--- config.mk ---
export PLATFORM = sky130hd
export DESIGN_NAME = booth_mac_pe
export DESIGN_NICKNAME = d
export VERILOG_FILES = /design/src/rtl/booth_pkg.sv /design/src/rtl/booth_result_fifo.sv /design/src/rtl/booth_mac_pe.sv
export SDC_FILE = /design/constraint.sdc
export NUM_CORES = 1
export LEC_CHECK = 0
export CAP_MARGIN = 15
export CORE_MARGIN = 8
export CORE_UTILIZATION = 60
export DETAILED_ROUTE_END_ITERATION = 10
export GPL_ROUTABILITY_DRIVEN = 0
export GPL_TIMING_DRIVEN = 0
export PLACE_DENSITY = 0.81
export SETUP_SLACK_MARGIN = 0.2
export SYNTH_ARGS = -nofsm -noshare
export SYNTH_HDL_FRONTEND = slang
export SYNTH_SLANG_ARGS = --single-unit
--- constraint.sdc ---
create_clock -name clk -period 10.6 [get_ports clk]
set_input_delay 3.18 -clock clk [delete_from_list [all_inputs] [get_ports clk]]
set_output_delay 3.18 -clock clk [all_outputs]
set_load 0.02 [all_outputs]
--- src/rtl/booth_pkg.sv ---
// Shared types and radix-4 Booth helpers for the MAC processing element.
package booth_pkg;

  localparam int unsigned PP_W = 64;

  typedef enum logic [2:0] {ZERO, P1, P2, M1, M2} booth_digit_t;

  typedef enum logic {S_OWN, S_FWD} drain_state_t;

  function automatic booth_digit_t booth_encode(input logic [2:0] bits);
    booth_digit_t d;
    case (bits)
      3'b001, 3'b010: d = P1;
      3'b011:         d = P2;
      3'b100:         d = M2;
      3'b101, 3'b110: d = M1;
      default:        d = ZERO;
    endcase
    return d;
  endfunction

  // The caller truncates the wide result to its accumulator width; the arithmetic is modular.
  function automatic logic signed [PP_W-1:0] booth_pp(input booth_digit_t d,
                                                      input logic signed [PP_W-1:0] q,
                                                      input int unsigned shift);
    logic signed [PP_W-1:0] m;
    case (d)
      P1:      m = q;
      P2:      m = q <<< 1;
      M1:      m = -q;
      M2:      m = -(q <<< 1);
      default: m = '0;
    endcase
    return m <<< shift;
  endfunction

endpackage

--- src/rtl/booth_result_fifo.sv ---
// First-word-fall-through result FIFO; a push while full is taken only alongside a pop.
module booth_result_fifo
  import booth_pkg::*;
#(
  parameter int unsigned WIDTH = 24,
  parameter int unsigned DEPTH = 4
) (
  input  logic             clk,
  input  logic             reset_n,
  input  logic             push_i,
  input  logic [WIDTH-1:0] push_data_i,
  input  logic             pop_i,
  output logic [WIDTH-1:0] head_o,
  output logic             full_o,
  output logic             empty_o
);

  localparam int unsigned AW = $clog2(DEPTH);

  logic [WIDTH-1:0] mem_q [DEPTH];
  logic [AW-1:0]    wptr_q, rptr_q;
  logic [AW:0]      count_q;
  logic             doPush, doPop;

  assign empty_o = (count_q == '0);
  assign full_o  = (count_q == (AW+1)'(DEPTH));
  assign doPop   = pop_i && !empty_o;
  assign doPush  = push_i && (!full_o || doPop);
  assign head_o  = mem_q[rptr_q];

  always_ff @(posedge clk) begin
    if (doPush) mem_q[wptr_q] <= push_data_i;
  end

  always_ff @(posedge clk or negedge reset_n) begin
    if (!reset_n) begin
      wptr_q  <= '0;
      rptr_q  <= '0;
      count_q <= '0;
    end else begin
      if (doPush) wptr_q <= wptr_q + 1'b1;
      if (doPop)  rptr_q <= rptr_q + 1'b1;
      case ({doPush, doPop})
        2'b10:   count_q <= count_q + 1'b1;
        2'b01:   count_q <= count_q - 1'b1;
        default: count_q <= count_q;
      endcase
    end
  end

endmodule

--- src/rtl/booth_mac_pe.sv ---
// Systolic-row PE: pipelined radix-4 Booth multiplier, dot-product accumulator,
// result FIFO and a drain FSM that forwards the left neighbours' results.
module booth_mac_pe
  import booth_pkg::*;
#(
  parameter int unsigned DATA_W     = 8,
  parameter int unsigned ACC_W      = 24,
  parameter int unsigned FIFO_DEPTH = 4,
  parameter int unsigned PE_INDEX   = 0,
  parameter bit          SATURATE   = 1'b0
) (
  input  logic                     clk,
  input  logic                     reset_n,
  input  logic                     in_valid,
  output logic                     in_ready,
  input  logic signed [DATA_W-1:0] in_q,
  input  logic signed [DATA_W-1:0] in_k,
  input  logic                     in_last,
  output logic                     out_valid,
  input  logic                     out_ready,
  output logic signed [ACC_W-1:0]  out_data,
  input  logic                     chain_in_valid,
  output logic                     chain_in_ready,
  input  logic signed [ACC_W-1:0]  chain_in_data
);

  localparam int unsigned NSTAGE = DATA_W / 2;
  localparam int unsigned CNT_W  = (PE_INDEX > 1) ? $clog2(PE_INDEX) : 1;
  localparam logic [CNT_W-1:0] FWD_LAST = CNT_W'((PE_INDEX > 0) ? PE_INDEX - 1 : 0);
  localparam logic signed [ACC_W-1:0] ACC_MAX = {1'b0, {(ACC_W-1){1'b1}}};
  localparam logic signed [ACC_W-1:0] ACC_MIN = {1'b1, {(ACC_W-1){1'b0}}};

  // Index 0 is the operand capture register; index i+1 holds the token after stage i.
  logic [NSTAGE:0]          vld_q, last_q, zero_q;
  logic signed [DATA_W-1:0] q_q    [NSTAGE];
  logic [DATA_W-1:0]        k_q    [NSTAGE];
  logic signed [ACC_W-1:0]  psum_q [NSTAGE];
  logic signed [ACC_W-1:0]  stageSum [NSTAGE];

  logic                    accept, inZero, stall, advance, accFire, push, pop;
  logic                    fifoFull, fifoEmpty;
  logic signed [ACC_W-1:0] fifoHead;
  logic signed [ACC_W-1:0] acc_q, acc_d, product, accSum;
  logic signed [ACC_W:0]   sumWide;
  drain_state_t            state_q, state_d;
  logic [CNT_W-1:0]        fwdCnt_q, fwdCnt_d;

  assign inZero  = (in_q == '0) || (in_k == '0);
  assign accept  = in_valid && in_ready;
  assign stall   = vld_q[NSTAGE] && last_q[NSTAGE] && fifoFull && !pop;
  assign advance = !stall;
  assign in_ready = reset_n && !stall;

  for (genvar i = 0; i < NSTAGE; i++) begin : g_stage
    logic [2:0]              digitBits;
    logic signed [ACC_W-1:0] psumIn, pp;
    if (i == 0) begin : g_first
      assign digitBits = {k_q[0][1:0], 1'b0};
      assign psumIn    = '0;
    end else begin : g_rest
      assign digitBits = k_q[i][2*i+1:2*i-1];
      assign psumIn    = psum_q[i-1];
    end
    assign pp          = ACC_W'(booth_pp(booth_encode(digitBits), PP_W'(q_q[i]), 2 * i));
    assign stageSum[i] = psumIn + pp;
  end

  // Zero tokens move only their valid/last/zero bits; operand and sum registers keep their old value.
  always_ff @(posedge clk or negedge reset_n) begin
    if (!reset_n) begin
      vld_q  <= '0;
      last_q <= '0;
      zero_q <= '0;
      for (int i = 0; i < NSTAGE; i++) begin
        q_q[i]    <= '0;
        k_q[i]    <= '0;
        psum_q[i] <= '0;
      end
    end else if (advance) begin
      vld_q  <= {vld_q[NSTAGE-1:0], accept};
      last_q <= {last_q[NSTAGE-1:0], accept && in_last};
      zero_q <= {zero_q[NSTAGE-1:0], accept && inZero};
      if (accept && !inZero) begin
        q_q[0] <= in_q;
        k_q[0] <= in_k;
      end
      for (int i = 1; i < NSTAGE; i++) begin
        if (vld_q[i-1] && !zero_q[i-1]) begin
          q_q[i] <= q_q[i-1];
          k_q[i] <= k_q[i-1];
        end
      end
      for (int i = 0; i < NSTAGE; i++) begin
        if (vld_q[i] && !zero_q[i]) psum_q[i] <= stageSum[i];
      end
    end
  end

  assign product = zero_q[NSTAGE] ? '0 : psum_q[NSTAGE-1];
  assign sumWide = {acc_q[ACC_W-1], acc_q} + {product[ACC_W-1], product};
  assign accFire = advance && vld_q[NSTAGE];
  assign push    = accFire && last_q[NSTAGE];

  always_comb begin
    accSum = sumWide[ACC_W-1:0];
    if (SATURATE && (sumWide[ACC_W] != sumWide[ACC_W-1]))
      accSum = sumWide[ACC_W] ? ACC_MIN : ACC_MAX;
  end

  always_comb begin
    acc_d = acc_q;
    if (accFire) acc_d = last_q[NSTAGE] ? '0 : accSum;
  end

  always_ff @(posedge clk or negedge reset_n) begin
    if (!reset_n) acc_q <= '0;
    else          acc_q <= acc_d;
  end

  booth_result_fifo #(
    .WIDTH (ACC_W),
    .DEPTH (FIFO_DEPTH)
  ) u_fifo (
    .clk         (clk),
    .reset_n     (reset_n),
    .push_i      (push),
    .push_data_i (accSum),
    .pop_i       (pop),
    .head_o      (fifoHead),
    .full_o      (fifoFull),
    .empty_o     (fifoEmpty)
  );

  always_ff @(posedge clk or negedge reset_n) begin
    if (!reset_n) begin
      state_q  <= S_OWN;
      fwdCnt_q <= '0;
    end else begin
      state_q  <= state_d;
      fwdCnt_q <= fwdCnt_d;
    end
  end

  // Own result first, then exactly PE_INDEX results passed through from the left.
  always_comb begin
    state_d        = state_q;
    fwdCnt_d       = fwdCnt_q;
    out_valid      = 1'b0;
    out_data       = '0;
    chain_in_ready = 1'b0;
    pop            = 1'b0;
    case (state_q)
      S_OWN: begin
        out_valid = !fifoEmpty;
        out_data  = fifoHead;
        if (!fifoEmpty && out_ready) begin
          pop = 1'b1;
          if (PE_INDEX > 0) begin
            state_d  = S_FWD;
            fwdCnt_d = '0;
          end
        end
      end
      S_FWD: begin
        out_valid      = chain_in_valid;
        out_data       = chain_in_data;
        chain_in_ready = out_ready;
        if (chain_in_valid && out_ready) begin
          if (fwdCnt_q == FWD_LAST) state_d = S_OWN;
          else                      fwdCnt_d = fwdCnt_q + 1'b1;
        end
      end
      default: state_d = S_OWN;
    endcase
    if (!reset_n) begin
      out_valid      = 1'b0;
      out_data       = '0;
      chain_in_ready = 1'b0;
      pop            = 1'b0;
    end
  end

endmodule

==> results.sh <==
export IMPL_synth_fp_nets=1920
export IMPL_finalHoldViolations=0
export IMPL_initial_core_util_pct=60.4
export IMPL_numCtsBuffers=34
export IMPL_syn_inst=1772
export IMPL_drv_slew=0
export IMPL_gr_usage_all_layers_pct=24.3
export IMPL_antenna_found_initial=0
export IMPL_cts_reportedPaths_clkPinSlew_ps=60
export IMPL_cell_internal_pwr_w=0.00359
export IMPL_leakage_nw=8.42
export IMPL_nNetsFinal=2033
export IMPL_yosysUniqueCellTypes=78
export IMPL_path_class="in -> out"
export IMPL_p_seq_share_pct=29.5
export IMPL_final_min_clock_period_ps=9620
export IMPL_critPathSlowestCell="clkdlybuf4s50_1"
export IMPL_cts_max_path_buffers=3
export IMPL_fin_skew_ps=21.6
export IMPL_yosys_area_top_type_share_pct=27.6
export IMPL_drtAntennaViolNets=0
export IMPL_synth_warnings=0
export IMPL_cp_cell_sequence="buf_8 -> buf_16 -> nand3b_1 -> nand3_1 -> or2_2 -> clkbuf_1 -> clkbuf_1 -> and2_1 -> clkdlybuf4s50_1"
export IMPL_p_comb_share_pct=51.1
export IMPL_clk_latency_ps=530
export IMPL_crit_path_max_incr_delay_ps=600
export IMPL_coreArea_mm2=0.0294
export IMPL_topRoutingLayerUsed="met4"
export IMPL_synth_area_per_cell_um2=10.0
export IMPL_finalSetupViolCount=0
export IMPL_worst_setup_path_end_kind="output pin"
export IMPL_cts_sinks=292
export IMPL_drtIter0Drc=974
export IMPL_setup_tns_ps=0
export IMPL_relSlewSlack_pct=36.6
export IMPL_crit_top_cell="clkbuf_1"
export IMPL_grt_pass1_wl_mm=71.3
export IMPL_ys_seq_area_share_pct=43.8
export IMPL_hold_path_class="reg -> reg"
export IMPL_wl_met2_mm=22.8
export IMPL_crit_fanout=128
export IMPL_post_cts_setup_buffers=0
export IMPL_ctsResizeCount=0
export IMPL_htreeDepth=2
export IMPL_power_density_mw_per_mm2=304
export IMPL_synth_most_common_cell="nand2_1"
export IMPL_wl_met1_mm=17.5
export IMPL_maxCapViolCount=0
export IMPL_cts_tree="built"
export IMPL_dp_slack_ps=990
export IMPL_port_buffers=72
export IMPL_num_vias=14300
export IMPL_wl_mm=44.2
export IMPL_grt_overflow=0
export IMPL_worstPathRequired_ps=7420
export IMPL_drcViolationCount=0
export IMPL_synthTopCellsByArea="dfrtp_1 28%, edfxtp_1 16%, ha_1 6.8%"
export IMPL_rows=63
export IMPL_async_flop_share_pct=67.1
export IMPL_wl_per_cell_um=19.2
export IMPL_switching_share_pct=41.7
export IMPL_dieArea_mm2=0.0354
export IMPL_synth_commonest_cells="214 x nand2_1, 196 x dfrtp_1, 175 x o21ai_0, 97 x a21oi_1, 97 x ha_1"
export IMPL_areaGrowthSynthToFinish_pct=14.0
export IMPL_wl_met3_mm=2.18
export IMPL_cp_data_arrival_time_ps=6440
export IMPL_synth_edff_count=96
export IMPL_clkPwrFrac_pct=19.3
export IMPL_setup_ws_ps=978
export IMPL_place_hpwl_mm=32.4
export IMPL_period_share_pct=90.8
export IMPL_synth_seq_cells=292
export IMPL_critPathLaunchType="primary input"
export IMPL_vias_per_cell=6.21
export IMPL_ios=73
export IMPL_grt_pass1_vias=14200
export IMPL_synth_ff_type="dfrtp_1"
export IMPL_drt_pass1_iter_count=6
export IMPL_syn_area_mm2=0.0178
export IMPL_ir_worst_vdd_v=0.000168
export IMPL_clock_fmax_ghz=0.104
export IMPL_cts_hold_buf=0
export IMPL_grt_max_degree=129
export IMPL_rsz0062_at_grt="no"
export IMPL_synth_top_area_cell="dfrtp_1"
export IMPL_ctsRootBufferMaster="clkbuf_16"
export IMPL_p_switching_w=0.00257
export IMPL_worstMarginPinSlew_ps=938
export IMPL_die_h_um=188
export IMPL_fillers=2139
export IMPL_die_w_um=188
export IMPL_drive_gt1_share_pct=9.32
export IMPL_outcome="finished, final reports clean"
## registers in the layout (all words and copies together), names as in the netlist
register / flops
acc_q: 24
g_stage.digitBits: 11
g_stage.psumIn: 70
k_q: 12
last_q: 5
psum_q: 24
q_q: 32
state_q: 1
u_fifo.count_q: 3
u_fifo.mem_q: 96
u_fifo.rptr_q: 2
u_fifo.wptr_q: 2
vld_q: 5
zero_q: 5
## stage by stage
stage,hold WS [ps],utilization [%],cells,area (µm²),power (W)
after floorplan,430,-,1772,17800,0.00410
after global placement,452,64.6,2234,19000,0.00477
after detailed placement,459,64.9,2238,19100,0.00490
after CTS,472,68.8,2299,20200,0.00612
after global routing,488,68.9,2300,20300,0.00654
final,471,68.9,2301,20300,0.00616
## power groups by stage
stage	sequential (W)	clock, W	combinational (W)
after floorplan	0.00175	0	0.00235
after global placement	0.00182	0	0.00295
after detailed placement	0.00183	0	0.00306
after CTS	0.00182	0.00120	0.00310
after global routing	0.00185	0.00124	0.00345
final	0.00182	0.00119	0.00315
## layout by cell type (no fill, tap or decap), types with 7 or more instances in the layout
cell type	instances
nor3_1	28
clkdlybuf4s50_1	71
o211ai_1	16
nand2_1	214
o21ai_0	175
nand2b_1	15
nand3_1	33
clkbuf_16	35
a211oi_1	17
a31oi_1	13
a21o_1	36
a21oi_1	97
and3_1	7
dfrtp_1	196
nor3b_1	10
ha_1	97
nor2_1	84
buf_1	11
edfxtp_1	96
mux4_2	24
nor4_1	9
nor2b_1	61
mux2i_1	35
a22o_1	17
o21bai_1	11
xor2_1	36
clkinv_2	7
or3_1	9
and2_1	14
a221oi_1	13
o31ai_1	17
o21a_1	10
xnor2_1	58
inv_1	59
nand4_1	10
mux2_2	64
clkbuf_1	72
## cells by family after synthesis
kind of cell             Yosys count  share of synthesized area, %
XOR/XNOR                          95                          4.72
AND/OR/NAND/NOR                  523                          14.4
flip-flops                       292                          43.8
adder cells (fa/ha/maj)          102                          7.39
AO/OA/AOI/OAI                    488                          17.3
multiplexers                     124                          9.15
buffers and inverters            148                          3.21
## critical path: cells and delay by family
kind          cells  cell delay [ps]
simple gates      4              870
buf+inv           5             2240
## routing by layer
metal	GRT usage, %	up-vias
met4	8.88	0
li1	-	6717
met2	44.5	506
met5	0	-
met1	28.6	6953
met3	3.19	112
## path summary, 6_finish.rpt
| kind | startpoint | cells past startpoint | slack, ps | end |
|---|---|---|---|---|
| worst max-delay path | reset_n | 9 | 980 | in_ready |
| worst min-delay path | k_q[30]$_DFFE_PN0P_ | 2 | 470 | k_q[22]$_DFFE_PN0P_ |
| worst max register to register | q_q[16]$_DFFE_PN0P_ | 17 | 5560 | g_stage[2].psumIn[19]$_DFFE_PN0P_ |
| worst min register to register | k_q[30]$_DFFE_PN0P_ | 2 | 470 | k_q[22]$_DFFE_PN0P_ |
| max in group asynchronous | reset_n | 2 | 6930 | g_stage[1].psumIn[10]$_DFFE_PN0P_ |
| min in group asynchronous | reset_n | 1 | 2630 | acc_q[13]$_DFFE_PN0P_ |
## cell type report
| class | instances | area [µm²] | share of cell area (%) |
|---|---|---|---|
| clock inverters | 20 | 225 | 1.11 |
| repair buffers | 77 | 851 | 4.20 |
| diodes | 1 | 2.50 | 0.0123 |
| multi-input cells | 1332 | 9420 | 46.5 |
| inverters | 61 | 229 | 1.13 |
| plain buffers | 87 | 342 | 1.69 |
| well taps | 390 | 488 | 2.41 |
| flip-flops and latches | 292 | 7790 | 38.4 |
| clock buffers | 41 | 928 | 4.58 |
Note: power is estimated with default switching activity, not from simulation.
